File: config.mk
export PLATFORM = sky130hd
export DESIGN_NAME = llc_tag_ctrl
export DESIGN_NICKNAME = d
export VERILOG_FILES = /design/src/rtl/llc_pkg.sv /design/src/rtl/plru_tree.sv /design/src/rtl/llc_tag_ctrl.sv
export SDC_FILE = /design/constraint.sdc
export NUM_CORES = 1
export LEC_CHECK = 0
export CAP_MARGIN = 20
export CORE_UTILIZATION = 53
export DETAILED_ROUTE_END_ITERATION = 16
export PLACE_DENSITY = 0.72
export SYNTH_ARGS = -nofsm -noshare
export SYNTH_HDL_FRONTEND = slang
export SYNTH_SLANG_ARGS = --single-unit
File: constraint.sdc
create_clock -name clk -period 9.9 [get_ports clk]
set_input_delay 1.485 -clock clk [delete_from_list [all_inputs] [get_ports clk]]
set_output_delay 1.485 -clock clk [all_outputs]
set_load 0.05 [all_outputs]
File: src/rtl/llc_pkg.sv
// Shared types and default geometry for the last-level-cache tag/replacement controller.
package llc_pkg;

    typedef enum logic [1:0] {
        CMD_READ  = 2'd0,
        CMD_WRITE = 2'd1,
        CMD_INV   = 2'd2,
        CMD_CLEAR = 2'd3
    } cmd_e;

    typedef enum logic [1:0] {
        ST_INIT   = 2'd0,
        ST_IDLE   = 2'd1,
        ST_LOOKUP = 2'd2,
        ST_RESP   = 2'd3
    } state_e;

    localparam int DEF_ADDR_W   = 32;
    localparam int DEF_OFFSET_W = 6;
    localparam int DEF_INDEX_W  = 2;
    localparam int DEF_WAYS     = 4;
    localparam int DEF_SETS     = 2 ** DEF_INDEX_W;
    localparam int DEF_TAG_W    = DEF_ADDR_W - DEF_INDEX_W - DEF_OFFSET_W;
    localparam int DEF_PLRU_W   = DEF_WAYS - 1;

endpackage

File: src/rtl/plru_tree.sv
// Heap-ordered tree pseudo-LRU: victim lookup and node update for one accessed way.
module plru_tree #(
    parameter int WAYS = 4
) (
    input  logic [WAYS-2:0]         nodes,
    input  logic [$clog2(WAYS)-1:0] access_way,
    output logic [$clog2(WAYS)-1:0] victim,
    output logic [WAYS-2:0]         next_nodes
);

    localparam int WAY_W = $clog2(WAYS);
    localparam int NW    = (WAYS > 2) ? $clog2(WAYS - 1) : 1;

    logic [NW-1:0]    vic_idx;
    logic [NW-1:0]    acc_idx;
    logic [WAY_W-1:0] acc_path;

    // Walk from the root, each node bit choosing the half that holds the victim.
    always_comb begin
        vic_idx = '0;
        victim  = '0;
        for (int l = 0; l < WAY_W; l++) begin
            victim  = (victim << 1) | WAY_W'(nodes[vic_idx]);
            vic_idx = NW'(2 * int'(vic_idx) + 1 + int'(nodes[vic_idx]));
        end
    end

    // Every node on the accessed way's path is turned to point at the other half.
    always_comb begin
        next_nodes = nodes;
        acc_idx    = '0;
        acc_path   = access_way;
        for (int l = 0; l < WAY_W; l++) begin
            next_nodes[acc_idx] = ~acc_path[WAY_W-1];
            acc_idx  = NW'(2 * int'(acc_idx) + 1 + int'(acc_path[WAY_W-1]));
            acc_path = acc_path << 1;
        end
    end

endmodule

File: src/rtl/llc_tag_ctrl.sv
// Clocked LLC tag/valid/dirty store with tree PLRU replacement, request handshake and hit/miss counters.
// Handshake: a request transfers on a clock edge where req_valid && req_ready; the response is a one-cycle resp_valid strobe with no backpressure.
module llc_tag_ctrl
    import llc_pkg::*;
#(
    parameter int ADDR_W   = 32,
    parameter int OFFSET_W = 6,
    parameter int INDEX_W  = 2,
    parameter int WAYS     = 4,
    parameter int TAG_W    = ADDR_W - INDEX_W - OFFSET_W,
    parameter int CNT_W    = 32
) (
    input  logic                    clk,
    input  logic                    rst_n,
    input  logic                    req_valid,
    output logic                    req_ready,
    input  logic [1:0]              req_cmd,
    input  logic [ADDR_W-1:0]       req_addr,
    output logic                    resp_valid,
    output logic                    resp_hit,
    output logic [$clog2(WAYS)-1:0] resp_way,
    output logic                    resp_evict,
    output logic [TAG_W-1:0]        resp_evict_tag,
    output logic                    resp_evict_dirty,
    output logic [CNT_W-1:0]        hit_count,
    output logic [CNT_W-1:0]        miss_count,
    output logic [1:0]              dbg_state
);

    localparam int SETS   = 2 ** INDEX_W;
    localparam int WAY_W  = $clog2(WAYS);
    localparam int PLRU_W = WAYS - 1;

    state_e                       state;
    cmd_e                         cmd_q;
    logic [ADDR_W-OFFSET_W-1:0]   line_q;
    logic [INDEX_W-1:0]           init_cnt;
    logic                         clear_q;

    logic [TAG_W-1:0]             tag_q   [SETS][WAYS];
    logic [WAYS-1:0]              valid_q [SETS];
    logic [WAYS-1:0]              dirty_q [SETS];
    logic [PLRU_W-1:0]            plru_q  [SETS];

    logic [INDEX_W-1:0]           set_idx;
    logic [TAG_W-1:0]             req_tag;
    logic [WAYS-1:0]              vld_set;
    logic [WAYS-1:0]              drt_set;
    logic                         hit;
    logic                         has_inv;
    logic [WAY_W-1:0]             hit_way;
    logic [WAY_W-1:0]             inv_way;
    logic [WAY_W-1:0]             plru_victim;
    logic [WAY_W-1:0]             sel_way;
    logic [PLRU_W-1:0]            plru_next;
    logic                         victim_valid;
    logic                         is_rw;
    logic                         unused_offset;

    assign unused_offset = ^req_addr[OFFSET_W-1:0];
    assign dbg_state     = state;
    assign set_idx       = line_q[INDEX_W-1:0];
    assign req_tag       = line_q[ADDR_W-OFFSET_W-1:INDEX_W];
    assign is_rw         = (cmd_q == CMD_READ) || (cmd_q == CMD_WRITE);

    // Parallel tag compare; descending scan leaves the lowest matching / invalid way.
    always_comb begin
        vld_set = valid_q[set_idx];
        drt_set = dirty_q[set_idx];
        hit     = 1'b0;
        hit_way = '0;
        has_inv = 1'b0;
        inv_way = '0;
        for (int w = WAYS - 1; w >= 0; w--) begin
            if (vld_set[w] && (tag_q[set_idx][w] == req_tag)) begin
                hit     = 1'b1;
                hit_way = WAY_W'(w);
            end
            if (!vld_set[w]) begin
                has_inv = 1'b1;
                inv_way = WAY_W'(w);
            end
        end
        sel_way      = hit ? hit_way : (has_inv ? inv_way : plru_victim);
        victim_valid = !hit && vld_set[sel_way];
    end

    plru_tree #(.WAYS(WAYS)) u_plru (
        .nodes      (plru_q[set_idx]),
        .access_way (sel_way),
        .victim     (plru_victim),
        .next_nodes (plru_next)
    );

    // Tags carry no reset; valid, dirty and PLRU are swept clear by INIT before any lookup.
    always_ff @(posedge clk) begin
        if (state == ST_INIT) begin
            valid_q[init_cnt] <= '0;
            dirty_q[init_cnt] <= '0;
            plru_q[init_cnt]  <= '0;
        end else if (state == ST_LOOKUP) begin
            if (is_rw) begin
                plru_q[set_idx]           <= plru_next;
                valid_q[set_idx][sel_way] <= 1'b1;
                tag_q[set_idx][sel_way]   <= req_tag;
                dirty_q[set_idx][sel_way] <= (cmd_q == CMD_WRITE) || (hit && drt_set[sel_way]);
            end else if (cmd_q == CMD_INV && hit) begin
                valid_q[set_idx][hit_way] <= 1'b0;
                dirty_q[set_idx][hit_way] <= 1'b0;
            end
        end
    end

    always_ff @(posedge clk or negedge rst_n) begin
        if (!rst_n) begin
            state            <= ST_INIT;
            cmd_q            <= CMD_READ;
            line_q           <= '0;
            init_cnt         <= '0;
            clear_q          <= 1'b0;
            req_ready        <= 1'b0;
            resp_valid       <= 1'b0;
            resp_hit         <= 1'b0;
            resp_way         <= '0;
            resp_evict       <= 1'b0;
            resp_evict_tag   <= '0;
            resp_evict_dirty <= 1'b0;
            hit_count        <= '0;
            miss_count       <= '0;
        end else begin
            case (state)
                ST_INIT: begin
                    init_cnt <= init_cnt + INDEX_W'(1);
                    if (init_cnt == INDEX_W'(SETS - 1)) begin
                        state     <= ST_IDLE;
                        req_ready <= 1'b1;
                    end
                end
                ST_IDLE: begin
                    if (req_valid) begin
                        cmd_q     <= cmd_e'(req_cmd);
                        line_q    <= req_addr[ADDR_W-1:OFFSET_W];
                        req_ready <= 1'b0;
                        state     <= ST_LOOKUP;
                    end
                end
                ST_LOOKUP: begin
                    resp_valid       <= 1'b1;
                    state            <= ST_RESP;
                    resp_hit         <= 1'b0;
                    resp_way         <= '0;
                    resp_evict       <= 1'b0;
                    resp_evict_tag   <= '0;
                    resp_evict_dirty <= 1'b0;
                    if (is_rw) begin
                        resp_hit         <= hit;
                        resp_way         <= sel_way;
                        resp_evict       <= victim_valid;
                        resp_evict_tag   <= victim_valid ? tag_q[set_idx][sel_way] : '0;
                        resp_evict_dirty <= victim_valid && drt_set[sel_way];
                        if (hit) begin
                            if (hit_count != '1) hit_count <= hit_count + CNT_W'(1);
                        end else begin
                            if (miss_count != '1) miss_count <= miss_count + CNT_W'(1);
                        end
                    end else if (cmd_q == CMD_INV) begin
                        if (hit) begin
                            resp_hit         <= 1'b1;
                            resp_way         <= hit_way;
                            resp_evict       <= 1'b1;
                            resp_evict_tag   <= req_tag;
                            resp_evict_dirty <= drt_set[hit_way];
                        end
                    end else begin
                        clear_q <= 1'b1;
                    end
                end
                ST_RESP: begin
                    resp_valid <= 1'b0;
                    if (clear_q) begin
                        clear_q  <= 1'b0;
                        init_cnt <= '0;
                        state    <= ST_INIT;
                    end else begin
                        req_ready <= 1'b1;
                        state     <= ST_IDLE;
                    end
                end
                default: state <= ST_INIT;
            endcase
        end
    end

endmodule

# --- Yosys cells after proc, flatten, opt, wreduce, memory -nomap -nowiden ---
# Memory sizes are Yosys's and may differ from the RTL's.
# Cells that the tools add are included.
classes:
  n_addsub: 5
  n_lt_le_gt_ge: 9
  eq_ne: 18
  muxes: 96
  bitwise_logic: 13
  reduce_logical: 30
ops:
  columns: ["cell", "n"]
  rows:
  - ["$mux W24", 7]
  - ["$eq A24 B24 Y1", 4]
  - ["$mux W96", 1]
  - ["$add A32 B1 Y32 const B", 2]
  - ["$ne A32 B32 Y1 const B", 2]
  - ["$bmux W24 S2", 1]
  - ["$demux W24 S2", 1]
  - ["$mux W1", 47]
  - ["$mux W2", 19]
  - ["$mux W4", 6]
  - ["$logic_and A1 B1 Y1", 12]
  - ["$lt A2 B3 Y1 const B", 4]
  - ["$reduce_and A4 Y1", 3]
  - ["$ne A2 B2 Y1 const B", 5]
  - ["$bmux W1 S2", 4]
  - ["$eq A2 B2 Y1 const B", 4]
  - ["$or A1 B1 Y1", 8]
  - ["$pmux W2 S4", 1]
  - ["$reduce_or A4 Y1", 2]
  - ["$demux W1 S2", 3]
  - ["$ge A2 B1 Y1 const B", 3]
  - ["$reduce_and A2 Y1", 3]
  - ["$add A1 B1 Y2 const A", 2]
  - ["$eq A2 B1 Y1 const B", 2]
  - ["other kinds (19)", 25]
word_totals:
  reg_bits: 128
  ramBits: 428
  input_bits: 37
  output_inout_bits: 97
  wordCells: 189
  mem_count: 4
mem_list:
  columns: ["memory", "words", "word_bits", "read_ports", "rd_clocked_by_memory_dff", "write_ports", "line_no", "text"]
  rows:
  - ["tag_q", 4, 96, 1, 0, 1, "llc_tag_ctrl.sv:40", "logic [TAG_W-1:0] tag_q [SETS][WAYS];"]
  - ["dirty_q", 4, 4, 1, 0, 1, "llc_tag_ctrl.sv:42", "logic [WAYS-1:0] dirty_q [SETS];"]
  - ["valid_q", 4, 4, 1, 0, 1, "llc_tag_ctrl.sv:41", "logic [WAYS-1:0] valid_q [SETS];"]
  - ["plru_q", 4, 3, 1, 0, 1, "llc_tag_ctrl.sv:43", "logic [PLRU_W-1:0] plru_q [SETS];"]

# --- Longest topological paths before layout ---
# Gate-level depths: netlist of run 1.
# An unclocked memory read counts as a cell.
depth:
  word_depth: 16
  depth_mapped: 16
  depth_no_buf: 9

# --- Modules after synthesis ---
# Synthesis of run 1 repeated with hierarchy kept, for this count alone.
hier_totals:
  cells_unflattened: 1651
  area_unflattened_um2: 24763.8
modules_own_cells:
  columns: ["module", "instances", "cells_per_inst", "area_per_inst_um2", "seq_area_each_um2"]
  rows:
  - ["llc_tag_ctrl", 1, 1644, 24717.5, 16055.4]
  - ["plru_tree", 1, 7, 46.3, 0.0]

# --- Worst setup path before layout of run 1 ---
# Ideal clock, no wire load.
synth_path:
  kind: "register to register"
  from: "reg line_q[0]"
  to: "mem tag_q[0][48] (netlist name), enable pin"
  setup_time_ps: 435
  t_arrival_ps: 4693
  required_ps: 9465
  setup_slack_ps: 4772
  stages_incl_launch_ff: 14
  path_buffers: 4
  synth_period_minus_slack_ps: 5128
  path_cell_list: "dfrtp_1 > buf_6 > buf_2 > mux4_2 > xnor2_1 > nand4_1 > nor4_1 > nand4b_1 > clkbuf_1 > a21boi_1 > nor2_1 > buf_2 > nand2_1 > nor3_1"
synth_between:
  elab_chain_len: 14
  elab_cells_between_ends: 40
  classes_between: "add/sub (1); order compare (2); eq/ne (4); mux (23); bitwise (2); reduce/logical (5); memory (3)"
synth_rtl:
  columns: ["element", "line_no", "text"]
  rows:
  - ["start, declared", "llc_tag_ctrl.sv:36", "logic [ADDR_W-OFFSET_W-1:0] line_q;"]
  - ["start signal, assigned", "llc_tag_ctrl.sv:142", "line_q <= req_addr[ADDR_W-1:OFFSET_W];"]
  - ["$mem_v2 Z4 W96", null, null]
  - ["$eq A24 B24 Y1", "llc_tag_ctrl.sv:75", "if (vld_set[w] && (tag_q[set_idx][w] == req_tag)) begin"]
  - ["$logic_and A1 B1 Y1", "llc_tag_ctrl.sv:75", null]
  - ["$mux W2 or $mux W1 (tied branches) (4 in a row)", "llc_tag_ctrl.sv:75", null]
  - ["$mux W2", "llc_tag_ctrl.sv:84", "sel_way = hit ? hit_way : (has_inv ? inv_way : plru_victim);"]
  - ["$not A2 Y3 (implied by the code)", "llc_tag_ctrl.sv:105", "tag_q[set_idx][sel_way] <= req_tag;"]
  - ["$ge A3 B3 Y1 (implied by the code) or $lt A3 B1 Y1 (tied branches)", "llc_tag_ctrl.sv:105", null]
  - ["$logic_and A1 B1 Y1 (implied by the code)", "llc_tag_ctrl.sv:105", null]
  - ["$mux W24 (implied by the code)", "llc_tag_ctrl.sv:105", null]
  - ["$demux W24 S2", "llc_tag_ctrl.sv:105", null]
  - ["$mux W96 (implied by the code)", "llc_tag_ctrl.sv:105", null]
  - ["end, declared", "llc_tag_ctrl.sv:40", null]
# Several ways; a longest one is shown, not always the timed one. The select of a mux whose other input is x is not followed.

# --- Worst setup path after layout of run 1 ---
layout_path:
  from: "reg line_q[0]"
  to: "mem tag_q[0][62] (netlist name), enable pin"
# Same word-level chain as after synthesis.

==> results of run 1 <==
==> synth_stat cells, drive strengths merged (10+ instances only) <==
cell,n,area share (%)
clkbuf,58,0.89
o21ai,27,0.55
mux4,99,9.2
nand4,57,1.5
a21oi,11,0.23
edfxtp,428,53
mux2,37,1.7
a211oi,30,0.92
nor4,13,0.33
xnor2,144,5.2
buf,35,0.93
xor2,11,0.40
inv,46,0.71
and3,10,0.26
dfrtp,128,13
a32o,21,0.86
nor3,15,0.31
nor2b,22,0.56
mux2i,38,1.6
nand2,92,1.4
o221ai,23,0.83
nand3,43,0.88
nor2,64,0.99
==> final cells by class <==
cell class                      instances  area [um^2]  share of cell area, %
Sequential cell                       556        16060                  57.06
Multi-Input combinational cell        869         7787                  27.66
Timing Repair Buffer                  159         1525                  5.418
Clock buffer                           70         1493                  5.303
Tap cell                              600        750.7                  2.667
Clock inverter                         32        357.8                  1.271
Inverter                               46        172.7                 0.6134
==> stage by stage <==
step,std cells,worst slack [ns],cell area [um^2]
finish,2332,3.624,28150
global route,2332,3.490,28150
CTS,2332,3.719,28150
detailed placement,2230,3.726,26300
global placement,2230,3.731,26300
floorplan,1564,4.772,24360
==> tightest hold or removal path, stage by stage (launching register included) <==
cell	delay (ns)
dfrtp_1	0.34
nand2_1	0.04
o21ai_0	0.06
==> worst paths after layout <==
check,from,cells after the start,slack (ns),endpoint
worst min-delay path,req_ready$_DFFE_PN0P_,2,0.48,req_ready$_DFFE_PN0P_
worst max-delay path,line_q[0]$_DFFE_PN0P_,11,3.62,tag_q[0][62]$_DFFE_PP_
worst max register to register,line_q[0]$_DFFE_PN0P_,11,3.62,tag_q[0][62]$_DFFE_PP_
min in group asynchronous,rst_n,1,0.85,line_q[0]$_DFFE_PN0P_
max in group asynchronous,rst_n,2,7.63,line_q[21]$_DFFE_PN0P_
worst min register to register,req_ready$_DFFE_PN0P_,2,0.48,req_ready$_DFFE_PN0P_
==> flip-flops by register name (all words and copies together) (netlist names), 12 cells and up <==
register        cells
tag_q             384
dirty_q            16
line_q             26
plru_q             12
resp_evict_tag     24
valid_q            16
miss_count         32
hit_count          32
==> power by group <==
part | leakage, nW | total, mW | switching [mW] | internal, mW
Sequential | 5.58 | 3.56 | 0.492 | 3.07
Combinational | 3.10 | 3.47 | 2.15 | 1.31
Clock | 0.892 | 2.14 | 0.888 | 1.25
Total | 9.57 | 9.16 | 3.53 | 5.63
==> routing by layer <==
metal | global-route usage, % | up-vias | part of all wire [%]
met5 | 0 | - | 0
met4 | 9.507 | 0 | 3.6
met3 | 4.575 | 151 | 9.4
met2 | 42.66 | 811 | 47
met1 | 37.49 | 7579 | 40
li1 | - | 6320 | -
==> placed cells by master, fill, tap and decap left out, types with 37 or more instances in the layout <==
master / netlist / routed
nor2_1: 64 / 51
mux4_2: 99 / 99
mux2_2: 37 / 37
xnor2_1: 143 / 143
nand3_1: 43 / 43
nand4_1: 57 / 57
nand2_1: 92 / 91
dfrtp_1: 128 / 126
clkbuf_16: 0 / 55
edfxtp_1: 428 / 428
mux2i_1: 38 / 38
clkdlybuf4s50_1: 0 / 126
inv_1: 46 / 46
==> kinds of logic (layout without fill, tap and decap cells) <==
| group | count (synthesis) | after routing | share of synthesized area (%) |
|---|---|---|---|
| compound gates | 173 | 173 | 5.562 |
| mux | 174 | 174 | 12.42 |
| fa+ha+maj | 7 | 7 | 0.3595 |
| simple gates | 360 | 360 | 7.616 |
| buf+inv | 139 | 307 | 2.532 |
| flops | 556 | 556 | 65.90 |
| xor+xnor | 155 | 155 | 5.603 |
==> results.md, run 1 <==
| Metric | Value |
|---|---|
| Average via count per standard cell | 6.373 |
| FF+latch count, synth | 556 |
| Depth of the CTS H-tree | 2 |
| Cell-by-cell listing of the critical path | buf_4, mux4_2, xnor2_1, nand4_1, nor4_1, nand4b_1, a21boi_1, nor2_4, nand2_1, nor3_2, buf_4 |
| Residual DRC | 0 |
| Post-cts repair resize count | 0 |
| Startpoint type of the worst setup path | register |
| Clock sink count | 556 |
| CTS Hold Buffers Added | 0 |
| Highest ir drop seen on vdd | 255.0 uV |
| Post-Synthesis Cells | 1564 |
| Final routed wire length divided by cell count | 26.49 um |
| Global-route usage over all layers | 26.78% |
| TritonCTS clock tree | done |
| Netlist Area Pre-Place | 24360 um^2 |
| Clock slew at reported path FFs | 0.06 ns |
| Crit path required time | 10.14 ns |
| Avg Synthesized Cell Area | 15.58 um^2 |
| Number of port buffers | 127 |
| Routability congestion estimate from global placement | 0.9404 |
| Tightest hold margin | 0.4777 ns |
| Unrepaired setup endpoints after global routing | no |
| Boundary Pins | 134 |
| Total negative slack | 0 ns |
| Total power per unit cell area | 325.6 nW/um^2 |
| Count of TritonRoute iterations in the first routing pass | 6 |
| Hold violation count in the final report | 0 |
| Register area share after synthesis | 65.90% |
| Achievable frequency | 159.3 MHz |
| Yosys synthesis warning count | 0 |
| CP max stage cell | dfrtp_4 |
| Final-stage net count | 1731 |
| Number of placement rows | 78 |
| Number of DRC violations after detailed-routing iteration 0 | 1771 |
| Number of vias after detailed routing | 14860 |
| Count of buffer and inverter cells on the critical path | 2 |
| Crit-path max cell delay | 0.85 ns |
| Area growth from synthesis to layout | 15.55% |
| Die span in y | 216.4 um |
| CP Capture Type | register |
| Cell chosen for the clock root | clkbuf_16 |
| EDFF count, synth | 428 |
| Status | completed |
| Floorplan die width | 216.4 um |
| DRT antenna net count | 0 |
| Overall power consumption | 9.164 mW |
| Ratio of cells with drive above 1 in the final layout | 16.92% |
| Number of max-cap violations | 0 |
| WL final | 61780 um |
| Syn Nets | 1608 |
| Number of buffers inserted during clock tree synthesis | 55 |
| Main flop type after synthesis | edfxtp_1 |
| Biggest fanout along the worst timing path | 31 |
| Vias in the first global route | 14710 |
| Crit path DAT | 6.51 ns |
| Full die area | 46830 um^2 |
| Transition at the pin with the smallest max-transition slack | 1.177 ns |
| Final antenna diode count | 0 |
| Largest delay share family, worst path | simple AND/OR/NAND/NOR gates |
| Clock Skew | 0.01711 ns |
| Final core utilization | 62.03% |
| Cell repeated most along the worst path | buf_4 |
| Buffers inserted during post-CTS setup optimization | 0 |
| Worst-Skew Late Latency | 0.60 ns |
| Global-route wire length before repair | 93450 um |
| Buffers from clock root to sink, at most | 3 |
| Number of antenna violations at the first check in global routing | 0 |
| Post-route minimum period | 6.276 ns |
| Standard cell core area | 45380 um^2 |
| Worst hold path class | register to register |
| Final Cycle Share | 63.40% |
| Pin count of the biggest net entering global routing | 76 |
| Share of async-settable or async-resettable flops after synthesis | 23.02% |
| Max-slew violation count | 0 |
| Total leakage power | 9.572 nW |
| Post-synthesis cell type count | 75 |
| Tightest slew margin relative to the limit | 21.47% |
| Worst Path Class, Setup | register to register |
| # fillers | 3311 |
| Initial cell density of the core | 53.68% |
| Hpwl dp | 38000 um |
| Count of final setup violators | 0 |
| GRT overflow | 0 |
Note: power is estimated with default switching activity, not from simulation.
==> run 2, diff against run 1 <==
==> constraint.sdc (replaced) <==
create_clock -name clk -period 6.6 [get_ports clk]
set_input_delay 0.99 -clock clk [delete_from_list [all_inputs] [get_ports clk]]
set_output_delay 0.99 -clock clk [all_outputs]
set_load 0.05 [all_outputs]
==> run 2 against run 1 <==
  * First-iteration DRC count is 2.0% lower
  * Power increased by 50%
  * Wire length grew 2.6%
  * Critical endpoint is now tag_q[1][17]$_DFFE_PP_
  * Highest routed layer is now met5
==> results.md, run 2 (synthesis gave the netlist of run 1 again) <==
| Metric | Value |
|---|---|
| Status | completed |
| Area of all sequential standard cells | 16060 um^2 |
| Achievable frequency | 179.0 MHz |
| WL final | 63360 um |
| Final-stage net count | 1754 |
| CP Capture Type | register |
| Depth of the CTS H-tree | 2 |
| Clock sink count | 556 |
| Top reg by flops | tag_q |
| Most common library cell in the layout ignoring fill and taps | edfxtp_1 |
| Number of max-cap violations | 0 |
| Crit path required time | 6.83 ns |
| Number of placement rows | 78 |
| Worst reg2reg path depth | 11 |
| Clock slew at reported path FFs | 0.06 ns |
| Global-route usage over all layers | 27.40% |
| Ratio of cells with drive above 1 in the final layout | 17.15% |
| Clock Skew | 0.02617 ns |
| Worst-Skew Late Latency | 0.60 ns |
| Number of vias after detailed routing | 15120 |
| Most frequent cells in the layout | 428 x edfxtp_1, 143 x xnor2_1, 126 x dfrtp_1, 126 x clkdlybuf4s50_1, 99 x mux4_2 |
| Max-slew violation count | 0 |
| Worst reg2reg path endpoint | tag_q[1][17]$_DFFE_PP_ |
| Max FFs per register | 384 |
| CP max stage cell | dfrtp_4 |
| DRT antenna net count | 0 |
| CTS Hold Buffers Added | 0 |
| Boundary Pins | 134 |
| Initial cell density of the core | 53.68% |
| GRT overflow | 0 |
| Average via count per standard cell | 6.421 |
| Residual DRC | 0 |
| Pin count of the biggest net entering global routing | 77 |
| Number of port buffers | 127 |
| Final Cycle Share | 84.66% |
| Post-cts repair resize count | 0 |
| Buffers from clock root to sink, at most | 3 |
| Register-to-register setup slack | 1.01 ns |
| Count of final setup violators | 0 |
| Buffers inserted during post-CTS setup optimization | 0 |
| Vias in the first global route | 15110 |
| Area growth from synthesis to layout | 15.99% |
| Die span in y | 216.4 um |
| Count of TritonRoute iterations in the first routing pass | 5 |
| Post-route minimum period | 5.588 ns |
| Worst Path Class, Setup | register to register |
| Crit-path max cell delay | 0.98 ns |
| Tightest hold margin | 0.3650 ns |
| # fillers | 3263 |
| Registers with the highest flip-flop counts | tag_q: 384 flops, hit_count: 32 flops, miss_count: 32 flops |
| Cell chosen for the clock root | clkbuf_16 |
| Crit path DAT | 5.81 ns |
| Highest ir drop seen on vdd | 411.7 uV |
| Standard cell core area | 45380 um^2 |
| Total leakage power | 9.655 nW |
| Number of DRC violations after detailed-routing iteration 0 | 1736 |
| Hpwl dp | 40340 um |
| Routability congestion estimate from global placement | 0.9250 |
| Number of buffers inserted during clock tree synthesis | 55 |
| Final routed wire length divided by cell count | 26.90 um |
| Cell-by-cell listing of the critical path | buf_12, mux4_2, xnor2_1, nand4_1, nor4_1, nand2_1, a21o_1, nor2_1, nand2_1, nor2_2, buf_4 |
| Total negative slack | 0 ns |
| Biggest fanout along the worst timing path | 39 |
| Total power per unit cell area | 487.6 nW/um^2 |
| Number of antenna violations at the first check in global routing | 1 |
| TritonCTS clock tree | done |
| Full die area | 46830 um^2 |
| Worst r2r src | line_q[0]$_DFFE_PN0P_ |
| Largest delay share family, worst path | simple AND/OR/NAND/NOR gates |
| Worst hold path class | primary input to asynchronous set/reset pin |
| Cell repeated most along the worst path | nand2_1 |
| Transition at the pin with the smallest max-transition slack | 1.060 ns |
| Tightest slew margin relative to the limit | 29.31% |
| Global-route wire length before repair | 95080 um |
| Multi-input gate area in the final layout | 7775 um^2 |
| Unrepaired setup endpoints after global routing | no |
| Floorplan die width | 216.4 um |
| Count of buffer and inverter cells on the critical path | 2 |
| Final antenna diode count | 0 |
| Hold violation count in the final report | 0 |
| Startpoint type of the worst setup path | register |
run 2: cell count changes in the layout (fill, tap and decap cells not counted), moves of 2 or more:
cell / delta
bufinv_16: -2
clkbuf_8: -2
clkbuf_1: +12
clkinv_1: +3
buf_4: +20
clkinvlp_2: -2
buf_12: +2
clkinvlp_4: -3
clkinv_2: -5
run 2: report_power, final:
part | switching [mW] | internal (mW)
clock | 1.29 | 1.78
sequential | 0.771 | 4.60
combinational | 3.28 | 2.06
run 2: worst max path at each step:
stage | from | depth (start not counted) | end
finish | line_q[0]$_DFFE_PN0P_ | 11 | tag_q[1][17]$_DFFE_PP_
global route | line_q[0]$_DFFE_PN0P_ | 10 | plru_q[0][0]$_DFFE_PP_
global placement | line_q[0]$_DFFE_PN0P_ | 10 | plru_q[0][1]$_DFFE_PP_
detailed placement | line_q[0]$_DFFE_PN0P_ | 10 | plru_q[0][1]$_DFFE_PP_
CTS | line_q[0]$_DFFE_PN0P_ | 10 | plru_q[0][1]$_DFFE_PP_
floorplan | line_q[0]$_DFFE_PN0P_ | 13 | tag_q[0][48]$_DFFE_PP_
run 2: per-stage QoR:
stage / total power [mW] / area (um^2) / std cells / utilization [%] / setup slack (ns)
floorplan: 8.734 / 24360 / 1564 / - / 1.472
global placement: 10.53 / 26480 / 2252 / 58.34 / 1.252
detailed placement: 10.67 / 26500 / 2253 / 58.40 / 1.224
CTS: 13.76 / 28260 / 2355 / 62.27 / 1.186
global route: 14.30 / 28260 / 2355 / 62.27 / 0.8810
finish: 13.78 / 28260 / 2355 / 62.27 / 1.012
run 2: cell type report:
| class | instances | share of cell area [%] |
|---|---|---|
| multi-input cells | 869 | 27.52 |
| repair buffers | 182 | 6.168 |
| inverters | 46 | 0.6111 |
| flip-flops and latches | 556 | 56.85 |
| clock buffers | 80 | 5.344 |
| well taps | 600 | 2.657 |
| clock inverters | 22 | 0.8590 |
run 2: worst reg2reg max path: stages (launching register included):
cell	delay, ns
dfrtp_4	0.98
buf_12	0.33
mux4_2	0.56
xnor2_1	0.46
nand4_1	0.20
nor4_1	0.78
nand2_1	0.34
a21o_1	0.34
nor2_1	0.34
nand2_1	0.25
nor2_2	0.18
buf_4	0.46
run 2: routing by layer:
| layer | share of wire, % | GRT usage (%) | routed length (um) |
|---|---|---|---|
| met3 | 9.1 | 5.053 | 5742 |
| met5 | 0.016 | 0 | 10 |
| met4 | 3.5 | 9.836 | 2248 |
| met2 | 48 | 43.75 | 30410 |
| met1 | 39 | 37.92 | 24950 |
